**config.mk**
```make
export PLATFORM = sky130hd
export DESIGN_NAME = spi_tx_scheduler_flat
export DESIGN_NICKNAME = d
export VERILOG_FILES = /design/src/rtl/spi_frame_pkg.sv /design/src/rtl/spi_tx_scheduler_if.sv /design/src/rtl/spi_tx_scheduler_rr_arbiter.sv /design/src/rtl/spi_tx_scheduler.sv /design/src/flat_wrapper.sv
export SDC_FILE = /design/constraint.sdc
export NUM_CORES = 1
export LEC_CHECK = 0
export ABC_AREA = 1
export ABC_CLOCK_PERIOD_IN_PS = 2800
export BUFFER_PORTS_ARGS = -buffer_cell sky130_fd_sc_hd__buf_2
export CAP_MARGIN = 20
export CORE_MARGIN = 1
export CORE_UTILIZATION = 56
export CTS_BUF_LIST = sky130_fd_sc_hd__clkbuf_8
export DETAILED_ROUTE_END_ITERATION = 10
export PLACE_DENSITY = 0.9
export SLEW_MARGIN = 20
export SYNTH_ARGS = -nofsm -noshare
export SYNTH_HDL_FRONTEND = slang
export SYNTH_SLANG_ARGS = --single-unit
```
**constraint.sdc**
```tcl
create_clock -name clk -period 2.8 [get_ports clk]
set_input_delay 0.28 -clock clk [delete_from_list [all_inputs] [get_ports clk]]
set_output_delay 0.28 -clock clk [all_outputs]
set_load 0.01 [all_outputs]
```
**src/rtl/spi_frame_pkg.sv**
```systemverilog
// Shared types and defaults for the SPI transmit frame scheduler.
// States name the byte currently presented on tx_data.
package spi_frame_pkg;

    typedef enum logic [2:0] {
        ST_IDLE    = 3'd0,
        ST_HDR     = 3'd1,
        ST_ID      = 3'd2,
        ST_PAYLOAD = 3'd3,
        ST_CHK     = 3'd4
    } state_e;

    localparam logic [7:0] HDR_BYTE_DEF  = 8'hA5;
    localparam logic [7:0] IDLE_BYTE_DEF = 8'h00;
    localparam logic [7:0] FILL_BYTE_DEF = 8'h00;

    function automatic int clog2(input int n);
        int r;
        r = 0;
        while ((1 << r) < n) r++;
        return r;
    endfunction

endpackage

```
**src/rtl/spi_tx_scheduler_if.sv**
```systemverilog
// Byte-stream source bundle shared by all producers.
// master = sources, slave = scheduler.
interface spi_tx_scheduler_if #(
    parameter int NUM_SRC = 4
);
    logic [NUM_SRC-1:0]   src_valid;
    logic [8*NUM_SRC-1:0] src_data;
    logic [NUM_SRC-1:0]   src_last;
    logic [NUM_SRC-1:0]   src_ready;

    modport master (
        output src_valid,
        output src_data,
        output src_last,
        input  src_ready
    );

    modport slave (
        input  src_valid,
        input  src_data,
        input  src_last,
        output src_ready
    );
endinterface

```
**src/rtl/spi_tx_scheduler_rr_arbiter.sv**
```systemverilog
// Combinational round-robin pick: first requester at or above ptr,
// wrapping through index 0.
module rr_arbiter #(
    parameter int N = 4,
    parameter int W = 2
) (
    input  logic [N-1:0] req,
    input  logic [W-1:0] ptr,
    output logic [N-1:0] gnt,
    output logic [W-1:0] idx
);

    always_comb begin
        logic         found;
        logic [W-1:0] j;
        gnt   = '0;
        idx   = '0;
        found = 1'b0;
        j     = '0;
        for (int i = 0; i < N; i++) begin
            j = W'((int'(ptr) + i) % N);
            if (!found && req[j]) begin
                found  = 1'b1;
                gnt[j] = 1'b1;
                idx    = j;
            end
        end
    end

endmodule

```
**src/rtl/spi_tx_scheduler.sv**
```systemverilog
// Frames round-robin source streams as HDR, ID, payload, XOR checksum
// and presents them byte-by-byte to an SPI slave sender.
module spi_tx_scheduler
    import spi_frame_pkg::*;
#(
    parameter int         NUM_SRC   = 4,
    parameter int         MAX_LEN   = 16,
    parameter logic [7:0] HDR_BYTE  = HDR_BYTE_DEF,
    parameter logic [7:0] IDLE_BYTE = IDLE_BYTE_DEF,
    parameter logic [7:0] FILL_BYTE = FILL_BYTE_DEF,
    localparam int        W         = clog2(NUM_SRC)
) (
    input  logic                clk,
    input  logic                rst,
    input  logic                ssel_active,
    input  logic                byte_sent,
    output logic [7:0]          tx_data,
    spi_tx_scheduler_if.slave   src,
    output logic                busy,
    output logic [W-1:0]        grant_id,
    output logic                frame_done,
    output logic                frame_abort,
    output logic                underrun
);

    state_e             state;
    logic [W-1:0]       ptr;
    logic [7:0]         chk;
    logic [7:0]         cnt;
    logic               last_q;
    logic               ssel_q;

    logic [NUM_SRC-1:0] arb_gnt;
    logic [W-1:0]       arb_idx;
    logic [NUM_SRC-1:0] sel_1h;
    logic [W-1:0]       ptr_nxt;
    logic               bnd;
    logic               abort;
    logic               ending;
    logic               fetch;
    logic               cur_valid;
    logic               cur_last;
    logic [7:0]         cur_data;

    rr_arbiter #(
        .N (NUM_SRC),
        .W (W)
    ) u_arb (
        .req (src.src_valid),
        .ptr (ptr),
        .gnt (arb_gnt),
        .idx (arb_idx)
    );

    assign bnd       = byte_sent | ~ssel_active;
    assign abort     = ssel_q & ~ssel_active & (state != ST_IDLE);
    assign ending    = last_q | (cnt == 8'(MAX_LEN));
    assign cur_valid = src.src_valid[grant_id];
    assign cur_last  = src.src_last[grant_id];
    assign cur_data  = src.src_data[{grant_id, 3'b000} +: 8];
    assign busy      = (state != ST_IDLE);
    assign ptr_nxt   = (grant_id == W'(NUM_SRC - 1)) ? '0 : grant_id + W'(1);

    assign fetch = byte_sent &
        ((state == ST_ID) | ((state == ST_PAYLOAD) & ~ending));

    always_comb begin
        sel_1h           = '0;
        sel_1h[grant_id] = 1'b1;
    end

    always_ff @(posedge clk) begin
        if (rst) begin
            state         <= ST_IDLE;
            tx_data       <= IDLE_BYTE;
            ptr           <= '0;
            grant_id      <= '0;
            chk           <= '0;
            cnt           <= '0;
            last_q        <= 1'b0;
            ssel_q        <= 1'b0;
            src.src_ready <= '0;
            frame_done    <= 1'b0;
            frame_abort   <= 1'b0;
            underrun      <= 1'b0;
        end else begin
            ssel_q        <= ssel_active;
            src.src_ready <= '0;
            frame_done    <= 1'b0;
            frame_abort   <= 1'b0;
            underrun      <= 1'b0;
            if (abort) begin
                // Select dropped mid-frame: abandon it and move the pointer on.
                state       <= ST_IDLE;
                tx_data     <= IDLE_BYTE;
                frame_abort <= 1'b1;
                ptr         <= ptr_nxt;
            end else begin
                case (state)
                    ST_IDLE: begin
                        if (bnd && (|arb_gnt)) begin
                            grant_id <= arb_idx;
                            tx_data  <= HDR_BYTE;
                            chk      <= '0;
                            cnt      <= '0;
                            last_q   <= 1'b0;
                            state    <= ST_HDR;
                        end
                    end
                    ST_HDR: begin
                        if (byte_sent) begin
                            tx_data <= 8'(grant_id);
                            chk     <= 8'(grant_id);
                            state   <= ST_ID;
                        end
                    end
                    ST_PAYLOAD: begin
                        if (byte_sent && ending) begin
                            tx_data <= chk;
                            state   <= ST_CHK;
                        end
                    end
                    ST_CHK: begin
                        if (byte_sent) begin
                            frame_done <= 1'b1;
                            ptr        <= ptr_nxt;
                            tx_data    <= IDLE_BYTE;
                            state      <= ST_IDLE;
                        end
                    end
                    default: ;
                endcase
                if (fetch) begin
                    if (cur_valid) begin
                        tx_data       <= cur_data;
                        src.src_ready <= sel_1h;
                        chk           <= chk ^ cur_data;
                        last_q        <= cur_last;
                    end else begin
                        tx_data  <= FILL_BYTE;
                        chk      <= chk ^ FILL_BYTE;
                        underrun <= 1'b1;
                    end
                    cnt   <= cnt + 8'd1;
                    state <= ST_PAYLOAD;
                end
            end
        end
    end

endmodule

```
**src/flat_wrapper.sv**
```systemverilog
// flat-port wrapper written by rule: the top's interface ports become plain ports
module spi_tx_scheduler_flat import spi_frame_pkg::*;
#(
    parameter int         NUM_SRC   = 4,
    parameter int         MAX_LEN   = 16,
    parameter logic [7:0] HDR_BYTE  = HDR_BYTE_DEF,
    parameter logic [7:0] IDLE_BYTE = IDLE_BYTE_DEF,
    parameter logic [7:0] FILL_BYTE = FILL_BYTE_DEF,
    localparam int        W         = clog2(NUM_SRC)
)
  (clk, rst, ssel_active, byte_sent, tx_data, busy, grant_id, frame_done, frame_abort, underrun, src_src_valid, src_src_data, src_src_last, src_src_ready);
  spi_tx_scheduler_if #(.NUM_SRC(NUM_SRC)) src_i ();
  input  logic clk;
  input  logic rst;
  input  logic ssel_active;
  input  logic byte_sent;
  output logic [7:0] tx_data;
  output logic busy;
  output logic [W-1:0] grant_id;
  output logic frame_done;
  output logic frame_abort;
  output logic underrun;
  input wire logic [$bits(src_i.src_valid)-1:0] src_src_valid;
  input wire logic [$bits(src_i.src_data)-1:0] src_src_data;
  input wire logic [$bits(src_i.src_last)-1:0] src_src_last;
  output wire logic [$bits(src_i.src_ready)-1:0] src_src_ready;
  assign src_i.src_valid = src_src_valid;
  assign src_i.src_data = src_src_data;
  assign src_i.src_last = src_src_last;
  assign src_src_ready = src_i.src_ready;
  spi_tx_scheduler #(.NUM_SRC(NUM_SRC), .MAX_LEN(MAX_LEN), .HDR_BYTE(HDR_BYTE), .IDLE_BYTE(IDLE_BYTE), .FILL_BYTE(FILL_BYTE)) u_core (.clk(clk), .rst(rst), .ssel_active(ssel_active), .byte_sent(byte_sent), .tx_data(tx_data), .src(src_i), .busy(busy), .grant_id(grant_id), .frame_done(frame_done), .frame_abort(frame_abort), .underrun(underrun));
endmodule
```
==> run summary <==
syn avg cell area -> 6.72 um^2
Total GRT Usage -> 29.0%
Slew @ Worst Pin -> 0.554 ns
largest net degree at the start of global routing -> 24
# H-tree levels -> 2
Num CTS Buffers -> 5
setup tns final -> 0 ns
drt pass-1 iters -> 4
Nets -> 527
clk_lat worst skew -> 0.30 ns
Pwr Density -> 862 mW/mm^2
max cap viols -> 0
Post-route DRC -> 0
GR peak layer -> met2
overall via count from detail_route -> 2,894
setup ws final -> 0.267 ns
Crit path largest cell delay -> 0.52 ns
Area Overhead vs Synth -> 15.6%
GR Util met3 -> 5.56%
Placement Setup Slack -> 0.312 ns
Sink Count -> 40
DPL Wire Length -> 5100 um
Setup Skew -> 0.00743 ns
final WL -> 7140 um
Top delay family on crit path -> simple AND/OR/NAND/NOR gates
vias per std cell -> 5.37
leading cell type in the layout, fill and taps excluded -> nand2_1
Worst Setup Start Kind -> flop
Critical Path Sink Type -> flop
CTS Buffer Depth -> 2
commonest cells after routing, fill and taps aside -> nand2_1, buf_2, nor2_1
leading register cell type out of synthesis -> dfxtp_1
cts repair resizes -> 0
Slowest-stage cell, CP -> dfxtp_1
area of the core -> 0.00475 mm^2
Async S/R FF share, synth -> 0%
max-slew violation count -> 0
GRT Residual Overflow -> 0
ratio of final minimum period to clock period -> 90.4%
Post-Syn Area -> 0.00277 mm^2
first-pass GRT wire length -> 12,000 um
Leak -> 1.50 nW
Synth Net Count -> 468
initial antenna violation count -> 0
CP arrival -> 2.70 ns
Post-CTS Setup Bufs -> 0
Synth Register Bits -> 40
number of global-route vias before repair -> 2,832
Final Hold Viols -> 0
Reg clk slew, reported paths -> 0.08 ns
Die Area -> 0.00523 mm^2
# setup viols final -> 0
Tot Pwr -> 2.76 mW
Seq/Total Area, Yosys -> 28.9%
Unique masters post-synth -> 39
CP bufs+invs -> 4
Slew headroom -> 62.8%
Cell Chain, Critical Path -> inv_2, ha_1, inv_1, nand3_1, nand2_2, nor2_2, inv_2, nand2_2, nand2_2, nand2_4, nand3_2, nand2_2, inv_2, nand2_1, a21oi_1
root buffer cell -> clkbuf_8
CTS tree -> built
n_diodes -> 0
fmax -> 395 MHz
share of layout cells above drive strength 1 -> 22.7%
WL/cell -> 13.2 um
status -> finished clean
I/O Buffers -> 61
Required @ worst endpoint -> 2.97 ns
antenna-violating nets left -> 0
First DRT Iteration DRCs -> 174
Tmin final -> 2.53 ns
Starting Density -> 58.3%
Hold Buf Count CTS -> 0
Die Width -> 72.3 um
GPL Wtd Cong -> 0.903
HP Class -> input port to flop
met1 Usage GRT -> 31.9%
maximum VDD drop -> 0.385 mV
Rows -> 25
RSZ-0062 raised after global routing -> false
Post-synth EDFFs -> 0
crit path max fanout -> 11
I/O pin count -> 62
WS Path Type -> flop to flop
most frequent CP cell -> nand2_2
chip height -> 72.3 um
global-route track usage on met2 -> 51.8%
Post-Syn Instances -> 412
synth warn -> 0
[report_power, final]
part	total [mW]	leakage [nW]	switching, mW	internal (mW)
Combinational	1.65	1.13	1.09	0.559
Sequential	0.733	0.325	0.0762	0.657
Clock	0.384	0.0479	0.211	0.174
Total	2.76	1.50	1.37	1.39
[per-layer routing]
metal | up-vias | wire, um | part of all wire (%)
met5 | - | 0 | 0
met1 | 1272 | 2910 | 41
met3 | 22 | 515 | 7.2
li1 | 1479 | - | -
met2 | 121 | 3470 | 49
met4 | 0 | 237 | 3.3
[cells by family (layout without fill, tap and decap cells)]
logic type,count (synthesis),in the layout,share of synthesized area (%)
compound gates,72,72,15.7
xor+xnor,12,12,3.79
fa+ha+maj,12,12,5.42
buf+inv,57,117,8.63
flops,40,40,28.9
simple gates,219,219,37.6
[tightest hold or removal path, cell delays in order]
cell	delay (ns)
buf_2	0.12
inv_1	0.07
nor2_1	0.04
[synth_stat cells, types with 3 or more instances]
cell | n | area share [%]
o21ai_0 | 23 | 4.2
nand4_1 | 15 | 3.4
o22a_1 | 4 | 1.3
ha_1 | 12 | 5.4
clkbuf_1 | 6 | 0.81
nand3_1 | 25 | 4.5
inv_2 | 8 | 1.1
xor2_1 | 11 | 3.5
nor3_1 | 7 | 1.3
a21oi_1 | 30 | 5.4
nand2_2 | 10 | 2.3
inv_1 | 35 | 4.7
nand2_1 | 96 | 13
dfxtp_1 | 40 | 29
nor2_1 | 51 | 6.9
buf_6 | 3 | 1.2
nand3_2 | 4 | 1.4
[metrics by stage]
stage | hold WS [ns] | util, % | area (um^2) | instances
detailed placement | 0.450 | 65.5 | 3120 | 531
global placement | 0.448 | 65.5 | 3120 | 531
floorplan | 0.405 | - | 2770 | 412
global route | 0.239 | 67.4 | 3200 | 539
CTS | 0.234 | 67.4 | 3200 | 539
finish | 0.246 | 67.4 | 3200 | 539
[cell type report]
class	count	area, um^2
Tap cell	67	83.8
Clock buffer	5	68.8
Sequential cell	40	801
Inverter	44	165
Clock inverter	3	18.8
Multi-Input combinational cell	315	1730
Timing Repair Buffer	65	335
Fill cell	426	1550
[final timing paths]
path	start	endpoint	slack [ns]	cells after the start
max	u_core.ptr[0]	u_core.cnt[4]	0.27	15
min	ssel_active	u_core.ssel_q	0.25	3
min reg2reg	u_core.tx_data[6]	u_core.tx_data[6]	0.46	2
max reg2reg	u_core.ptr[0]	u_core.cnt[4]	0.27	15
[sequential cells by signal, indices dropped and copies added, names as in the netlist]
register and count:
u_core.underrun 1, u_core.frame_abort 1, u_core.tx_data 8, u_core.ssel_q 1
u_core.chk 8, u_core.ptr 2, u_core.grant_id 2, u_core.state 3
u_core.src.src_ready 4, u_core.last_q 1, u_core.frame_done 1, u_core.cnt 8
Power figures use the tool's default switching activity.
